`src/rtl/ym_clkgen2ph.sv`:
```
// Two-phase non-overlapping clock generator with slot counter.
// c1/c2 come straight from flops so downstream latches see clean edges.
module ym_clkgen2ph #(
  parameter int DIV_WIDTH  = 4,
  parameter int GAP        = 1,
  parameter int SLOTS      = 24,
  parameter int SLOT_WIDTH = 5
) (
  input  logic                  MCLK,
  input  logic                  reset,
  input  logic                  en,
  input  logic [DIV_WIDTH-1:0]  div,
  output logic                  c1,
  output logic                  c2,
  output logic [SLOT_WIDTH-1:0] slot,
  output logic                  sync,
  output logic                  running
);

  localparam int CW = (DIV_WIDTH > 3) ? DIV_WIDTH : 3;

  typedef enum logic [2:0] {
    IDLE, PH1, GAP1, PH2, GAP2
  } state_t;

  state_t                state, state_n;
  logic [CW-1:0]         cnt, cnt_n;
  logic [DIV_WIDTH-1:0]  div_q, div_q_n, div_eff;
  logic [SLOT_WIDTH-1:0] slot_n;
  logic                  sync_n;
  logic                  wrap;

  assign div_eff = (div == '0) ? DIV_WIDTH'(1) : div;
  assign wrap    = (slot == SLOT_WIDTH'(SLOTS - 1));

  always_comb begin
    state_n = state;
    cnt_n   = cnt;
    div_q_n = div_q;
    slot_n  = slot;
    sync_n  = 1'b0;
    unique case (state)
      IDLE: begin
        if (en) begin
          state_n = PH1;
          div_q_n = div_eff;
          cnt_n   = CW'(div_eff) - CW'(1);
        end
      end
      PH1: begin
        if (cnt == '0) begin
          state_n = GAP1;
          cnt_n   = CW'(GAP - 1);
        end else begin
          cnt_n = cnt - CW'(1);
        end
      end
      GAP1: begin
        if (cnt == '0) begin
          state_n = PH2;
          cnt_n   = CW'(div_q) - CW'(1);
        end else begin
          cnt_n = cnt - CW'(1);
        end
      end
      PH2: begin
        if (cnt == '0) begin
          state_n = GAP2;
          cnt_n   = CW'(GAP - 1);
          slot_n  = wrap ? '0 : slot + SLOT_WIDTH'(1);
          sync_n  = wrap;
        end else begin
          cnt_n = cnt - CW'(1);
        end
      end
      GAP2: begin
        if (cnt != '0) begin
          cnt_n = cnt - CW'(1);
        end else if (en) begin
          state_n = PH1;
          div_q_n = div_eff;
          cnt_n   = CW'(div_eff) - CW'(1);
        end else begin
          state_n = IDLE;
          cnt_n   = '0;
        end
      end
      default: begin
        state_n = IDLE;
        cnt_n   = '0;
      end
    endcase
  end

  // Outputs are registered from the next state so they align with state.
  always_ff @(posedge MCLK or negedge reset) begin
    if (!reset) begin
      state   <= IDLE;
      cnt     <= '0;
      div_q   <= DIV_WIDTH'(1);
      slot    <= '0;
      sync    <= 1'b0;
      c1      <= 1'b0;
      c2      <= 1'b0;
      running <= 1'b0;
    end else begin
      state   <= state_n;
      cnt     <= cnt_n;
      div_q   <= div_q_n;
      slot    <= slot_n;
      sync    <= sync_n;
      c1      <= (state_n == PH1);
      c2      <= (state_n == PH2);
      running <= (state_n != IDLE);
    end
  end

endmodule

```
`config.mk`:
```
export PLATFORM = sky130hd
export DESIGN_NAME = ym_clkgen2ph
export DESIGN_NICKNAME = d
export VERILOG_FILES = /design/src/rtl/ym_clkgen2ph.sv
export SDC_FILE = /design/constraint.sdc
export NUM_CORES = 1
export LEC_CHECK = 0
export ABC_AREA = 1
export CAP_MARGIN = 10
export CORE_MARGIN = 8
export CORE_UTILIZATION = 25
export CTS_CLUSTER_DIAMETER = 80
export DETAILED_ROUTE_END_ITERATION = 6
export GPL_ROUTABILITY_DRIVEN = 0
export SLEW_MARGIN = 30
export SYNTH_ARGS = -nofsm -noshare
export SYNTH_HDL_FRONTEND = slang
export SYNTH_SLANG_ARGS = --single-unit
```
`constraint.sdc`:
```
create_clock -name MCLK -period 2.8 [get_ports MCLK]
set_clock_uncertainty 0.2 [all_clocks]
set_input_delay 0.7 -clock MCLK [delete_from_list [all_inputs] [get_ports MCLK]]
set_output_delay 0.7 -clock MCLK [all_outputs]
set_load 0.005 [all_outputs]
```
Word level (Yosys, flattened, before mapping)

Cells that the tools add are included.

Register bits: 20
Latch bits: 0
Bits in writable memories: 0
ROM bits: 0
Bits of input ports: 7
Output and inout port bits: 9
Logic and storage cells: 50
Memories: 0

Add/subtract/negate cells: 4
Multipliers: 0
Divide/modulo/power cells: 0
Magnitude comparators: 0
Equal/unequal tests: 9
Shift operators: 0
Mux-type cells: 20
Bitwise operators: 0
Reduce and logical (&&, ||, !) cells: 9

Operators with widths:

| cell                                                                | count |
|---|---|
| 4-bit two-way mux                                                   | 8 |
| 4-bit one-hot mux with 4 select lines                               | 1 |
| 3-bit two-way mux                                                   | 5 |
| 3-bit one-hot mux with 5 select lines                               | 1 |
| 4-bit by 1-bit subtractor with 4-bit output (second input constant) | 3 |
| 3-bit by 2-bit == test with 1-bit output (second input constant)    | 3 |
| 4-bit logical NOT                                                   | 2 |
| 4-bit one-hot mux with 2 select lines                               | 1 |
| 3-bit by 1-bit == test with 1-bit output (second input constant)    | 2 |
| 5-bit by 1-bit adder with 5-bit output (second input constant)      | 1 |
| 5-bit == test (second input constant)                               | 1 |
| 5-bit two-way mux                                                   | 1 |
| 2-bit inequality test (second input constant)                       | 2 |
| 2-bit AND reduction                                                 | 2 |
| 4-bit nonzero test                                                  | 1 |
| 3-bit == test (second input constant)                               | 1 |
| 3-bit logical NOT                                                   | 1 |
| 1-bit two-way mux                                                   | 3 |
| 3-bit nonzero test                                                  | 1 |
| 2-bit nonzero test                                                  | 1 |
| 2-bit OR reduction                                                  | 1 |

Logic depth before layout (Yosys ltp)

Depth in word-level cells: 6
Depth in mapped cells: 10
Depth with buffers taken out: 10

Worst setup path before layout

No wires, ideal clock.

Kind: in2reg
Start point: in div[2]
End point: reg cnt[2]
Setup time: 0.117 ns
Data arrival time: 1.449 ns
Data required time: 2.483 ns
Setup slack: 1.034 ns
Stages on the path: 8
Buffers on the path: 0
Path through: nor2_1 > a21oi_1 > ha_1 > xor2_1 > nand2_1 > nand2_1 > nand2_1 > nand2_1

Word-level cells in the longest chain between the ends: 6
Elaborated cells between the ends (all ways): 7

Ends and longest elaborated chain:

| element                                         | line   | source |
|---|---|---|
| from (decl)                                     | 12     | `input logic [DIV_WIDTH-1:0] div,` |
| 4-bit logical NOT                               | 33     | `assign div_eff = (div == '0) ? DIV_WIDTH'(1) : div;` |
| 4-bit two-way mux (*)                           | 33     |  |
| 4-bit by 1-bit subtractor with 4-bit output (*) | 47, 82 |  |
| 4-bit two-way mux                               | 79     | `end else if (en) begin` |
| 4-bit two-way mux                               | 77     | `if (cnt != '0) begin` |
| 4-bit one-hot mux with 4 select lines (*)       | 42     | `unique case (state)` |
| to (signal assigned)                            | 108    | `cnt <= cnt_n;` |
| to (decl)                                       | 27     | `logic [CW-1:0] cnt, cnt_n;` |

Every way passes the cells marked *; elsewhere a longest branch is shown, timed or not. The select of a mux whose other input is x is not followed.
A chain may end at the register's enable or synchronous reset.

Final worst setup path

Same ends and word-level chain as after synthesis.

==> impl_metrics.env <==
export IMPL_first_pass_iters=4
export IMPL_fin_cells=243
export IMPL_vias=985
export IMPL_path_class="in -> reg"
export IMPL_min_period_over_period=0.7819
export IMPL_fmax_mhz=456.8
export IMPL_status="completed"
export IMPL_drt_wirelength_per_cell_um=10.45
export IMPL_grt_first_pass_wirelength_um=4595
export IMPL_setup_tns_ns=0
export IMPL_htreeDepth=1
export IMPL_grt_pass1_vias=991
export IMPL_cp_arrival_ns=2.20
export IMPL_fillCellCount=523
export IMPL_cp_required_ns=2.81
export IMPL_layout_nets=188
export IMPL_use_met3=0.02174
export IMPL_setup_viol=0
export IMPL_cts_root_buf="clkbuf_8"
export IMPL_ys_seq_area_frac=0.4063
export IMPL_rsz0062_at_grt="no"
export IMPL_core_area_mm2=0.004755
export IMPL_grtUsageTotal=0.07846
export IMPL_power_mw=1.690
export IMPL_wirelength_um=2540
export IMPL_cts_resized_gates=0
export IMPL_drive_above_1_share=0.1818
export IMPL_ir_drop_uv=556.0
export IMPL_dp_cells=239
export IMPL_grt_ovfl_total=0
export IMPL_drt_iter0_markers=37
export IMPL_synth_top_area_cell="dfrtp_1"
export IMPL_hp_class="reg -> reg"
export IMPL_ys_top_cells_by_count="nand2_1 (47), dfrtp_1 (19), inv_1 (18)"
export IMPL_worst_hold_slack_ns=0.2877
export IMPL_antenna_found_initial=0
export IMPL_synthCells=156
export IMPL_drc=0
export IMPL_cts_hold_buf=0
export IMPL_die_height_um=86.29
export IMPL_pin_count=16
export IMPL_cp_slowest_cell="clkdlybuf4s50_1"
export IMPL_yosysMostFrequentCell="nand2_1"
export IMPL_drtAntennaViolNets=0
export IMPL_post_route_util=0.3255
export IMPL_grt_max_degree=13
export IMPL_finalCriticalPeriod_ns=2.189
export IMPL_synthTopCellsByArea="dfrtp_1 (39%), nand2_1 (14%), nand3_1 (5.7%)"
export IMPL_crit_top_cell="nand2_1"
export IMPL_cts_buffer_depth=2
export IMPL_p_leak_nw=0.7817
export IMPL_synth_top_cell_area_share=0.3850
export IMPL_use_met2=0.1246
export IMPL_worstPathCellList="clkdlybuf4s50_1, nor2_1, a21oi_1, ha_1, xor2_1, nand2_1, nand2_1, nand2_1, nand2_1"
export IMPL_power_density_mw_per_mm2=1092
export IMPL_cp_num_buf_inv=1
export IMPL_place_port_buffers=15
export IMPL_slew_viol_final=0
export IMPL_ys_warnings_count=0
export IMPL_die_w_um=86.29
export IMPL_diodes=0
export IMPL_vias_per_cell=4.053
export IMPL_hold_violations=0
export IMPL_synth_nets=167
export IMPL_synth_seq_cells=20
export IMPL_initial_core_util=0.2597
export IMPL_numCtsBuffers=3
export IMPL_critPathCaptureType="flop"
export IMPL_worstMarginPinSlew_ns=0.4484
export IMPL_synth_edff_count=0
export IMPL_synth_area_mm2=0.001235
export IMPL_hpwl_um=2022
export IMPL_syn_area_per_cell_um2=7.916
export IMPL_slew_headroom=0.7002
export IMPL_cts_sinks=20
export IMPL_ys_types=24
export IMPL_clk_pin_slew_ns=0.09
export IMPL_crit_family="buffers and inverters"
export IMPL_synthToLayoutAreaGrowth_pct=25.33
export IMPL_grt_busiest_layer="met2"
export IMPL_clkLatencyLatePin_ns=0.27
export IMPL_path_max_fanout=3
export IMPL_startpoint_type="primary input"
export IMPL_grt_use_met1=0.09550
export IMPL_synth_main_ff_cell="dfrtp_1"
export IMPL_timing_max_cap_violations=0
export IMPL_die_area_mm2=0.007445
export IMPL_cp_slowest_stage_delay_ns=0.51
export IMPL_cts_setup_buffers=0
export IMPL_fp_row_count=25
export IMPL_async_flop_share=1.000
export IMPL_cts_tree="done"
-- tightest hold or removal path, delay by kind of cell, from the launching register on --
| family | cells | cell delay [ns] |
|---|---|---|
| AND/OR/NAND/NOR | 2 | 0.12 |
| flip-flops | 1 | 0.34 |
-- per-layer routing --
layer | vias up | wire length [um]
met2 | 10 | 1194
met1 | 442 | 1215
met3 | 5 | 86
met5 | - | 0
met4 | 0 | 44
li1 | 528 | -
-- cell families (layout without fill, tap and decap cells) --
kind of cell    Yosys count  in the layout  share of synthesized area
compound gates           14             14                    0.06889
xor+xnor                  5              5                    0.03546
fa+ha+maj                 4              4                    0.04053
buf+inv                  25             45                    0.07801
flops                    20             20                     0.4063
simple gates             88             88                     0.3708
-- layout make-up --
class	instances	area (um^2)	area share
sequential	20	501.7	0.3242
clock inverter	1	30.03	0.01940
timing repair buffer	16	157.7	0.1019
clock buffer	3	41.29	0.02668
multi-input combinational	111	636.9	0.4115
tap	67	83.83	0.05416
inverter	25	96.34	0.06225
-- through the flow --
| step | cell area [um^2] | setup slack (ns) |
|---|---|---|
| 2_1_floorplan | 1235 | 1.034 |
| 3_3_place_gp | 1476 | 0.4353 |
| 3_5_place_dp | 1476 | 0.3533 |
| 4_1_cts | 1548 | 0.6349 |
| 5_1_grt | 1548 | 0.4810 |
| 6_report | 1548 | 0.6106 |
-- sequential cells by signal (all words and copies together), names as in the netlist --
signal / flops
div_q: 4
cnt: 4
c2: 1
running: 1
c1: 1
slot: 5
state: 3
sync: 1
-- final timing paths --
check / from / endpoint / slack (ns) / depth (start not counted)
min in group asynchronous: reset / div_q[2]$_DFFE_PN0P_ / 0.54 / 1
max in group asynchronous: reset / sync$_DFF_PN0_ / 1.31 / 2
worst max register to register: cnt[0]$_DFFE_PN0P_ / running$_DFF_PN0_ / 1.04 / 7
worst max-delay path: div[2] / cnt[2]$_DFFE_PN0P_ / 0.61 / 9
worst min-delay path: cnt[0]$_DFFE_PN0P_ / cnt[0]$_DFFE_PN0P_ / 0.29 / 2
worst min register to register: cnt[0]$_DFFE_PN0P_ / cnt[0]$_DFFE_PN0P_ / 0.29 / 2
-- placed cells by master (no fill, tap or decap) --
master	instances
nor2_4	3
a21oi_1	6
bufinv_16	1
nor2_8	1
inv_2	6
nand4_1	1
clkdlybuf4s50_1	15
dfstp_2	1
xor2_1	4
nand3_1	14
ha_1	4
clkbuf_8	3
inv_4	1
nand2_2	2
a21oi_4	1
nand3_4	1
nand3_2	4
a21oi_2	1
inv_1	18
o21ai_1	3
xnor2_1	1
nor2_1	9
nand2_4	2
o21ai_0	3
nand2_1	47
nor2_2	4
buf_4	1
dfrtp_1	19
-- where the power goes --
group	total (mW)	internal [mW]	switching (mW)
logic	0.875	0.348	0.527
registers	0.520	0.410	0.110
clock network	0.295	0.191	0.104
total	1.69	0.950	0.740
Note: power is estimated with default switching activity, not from simulation.
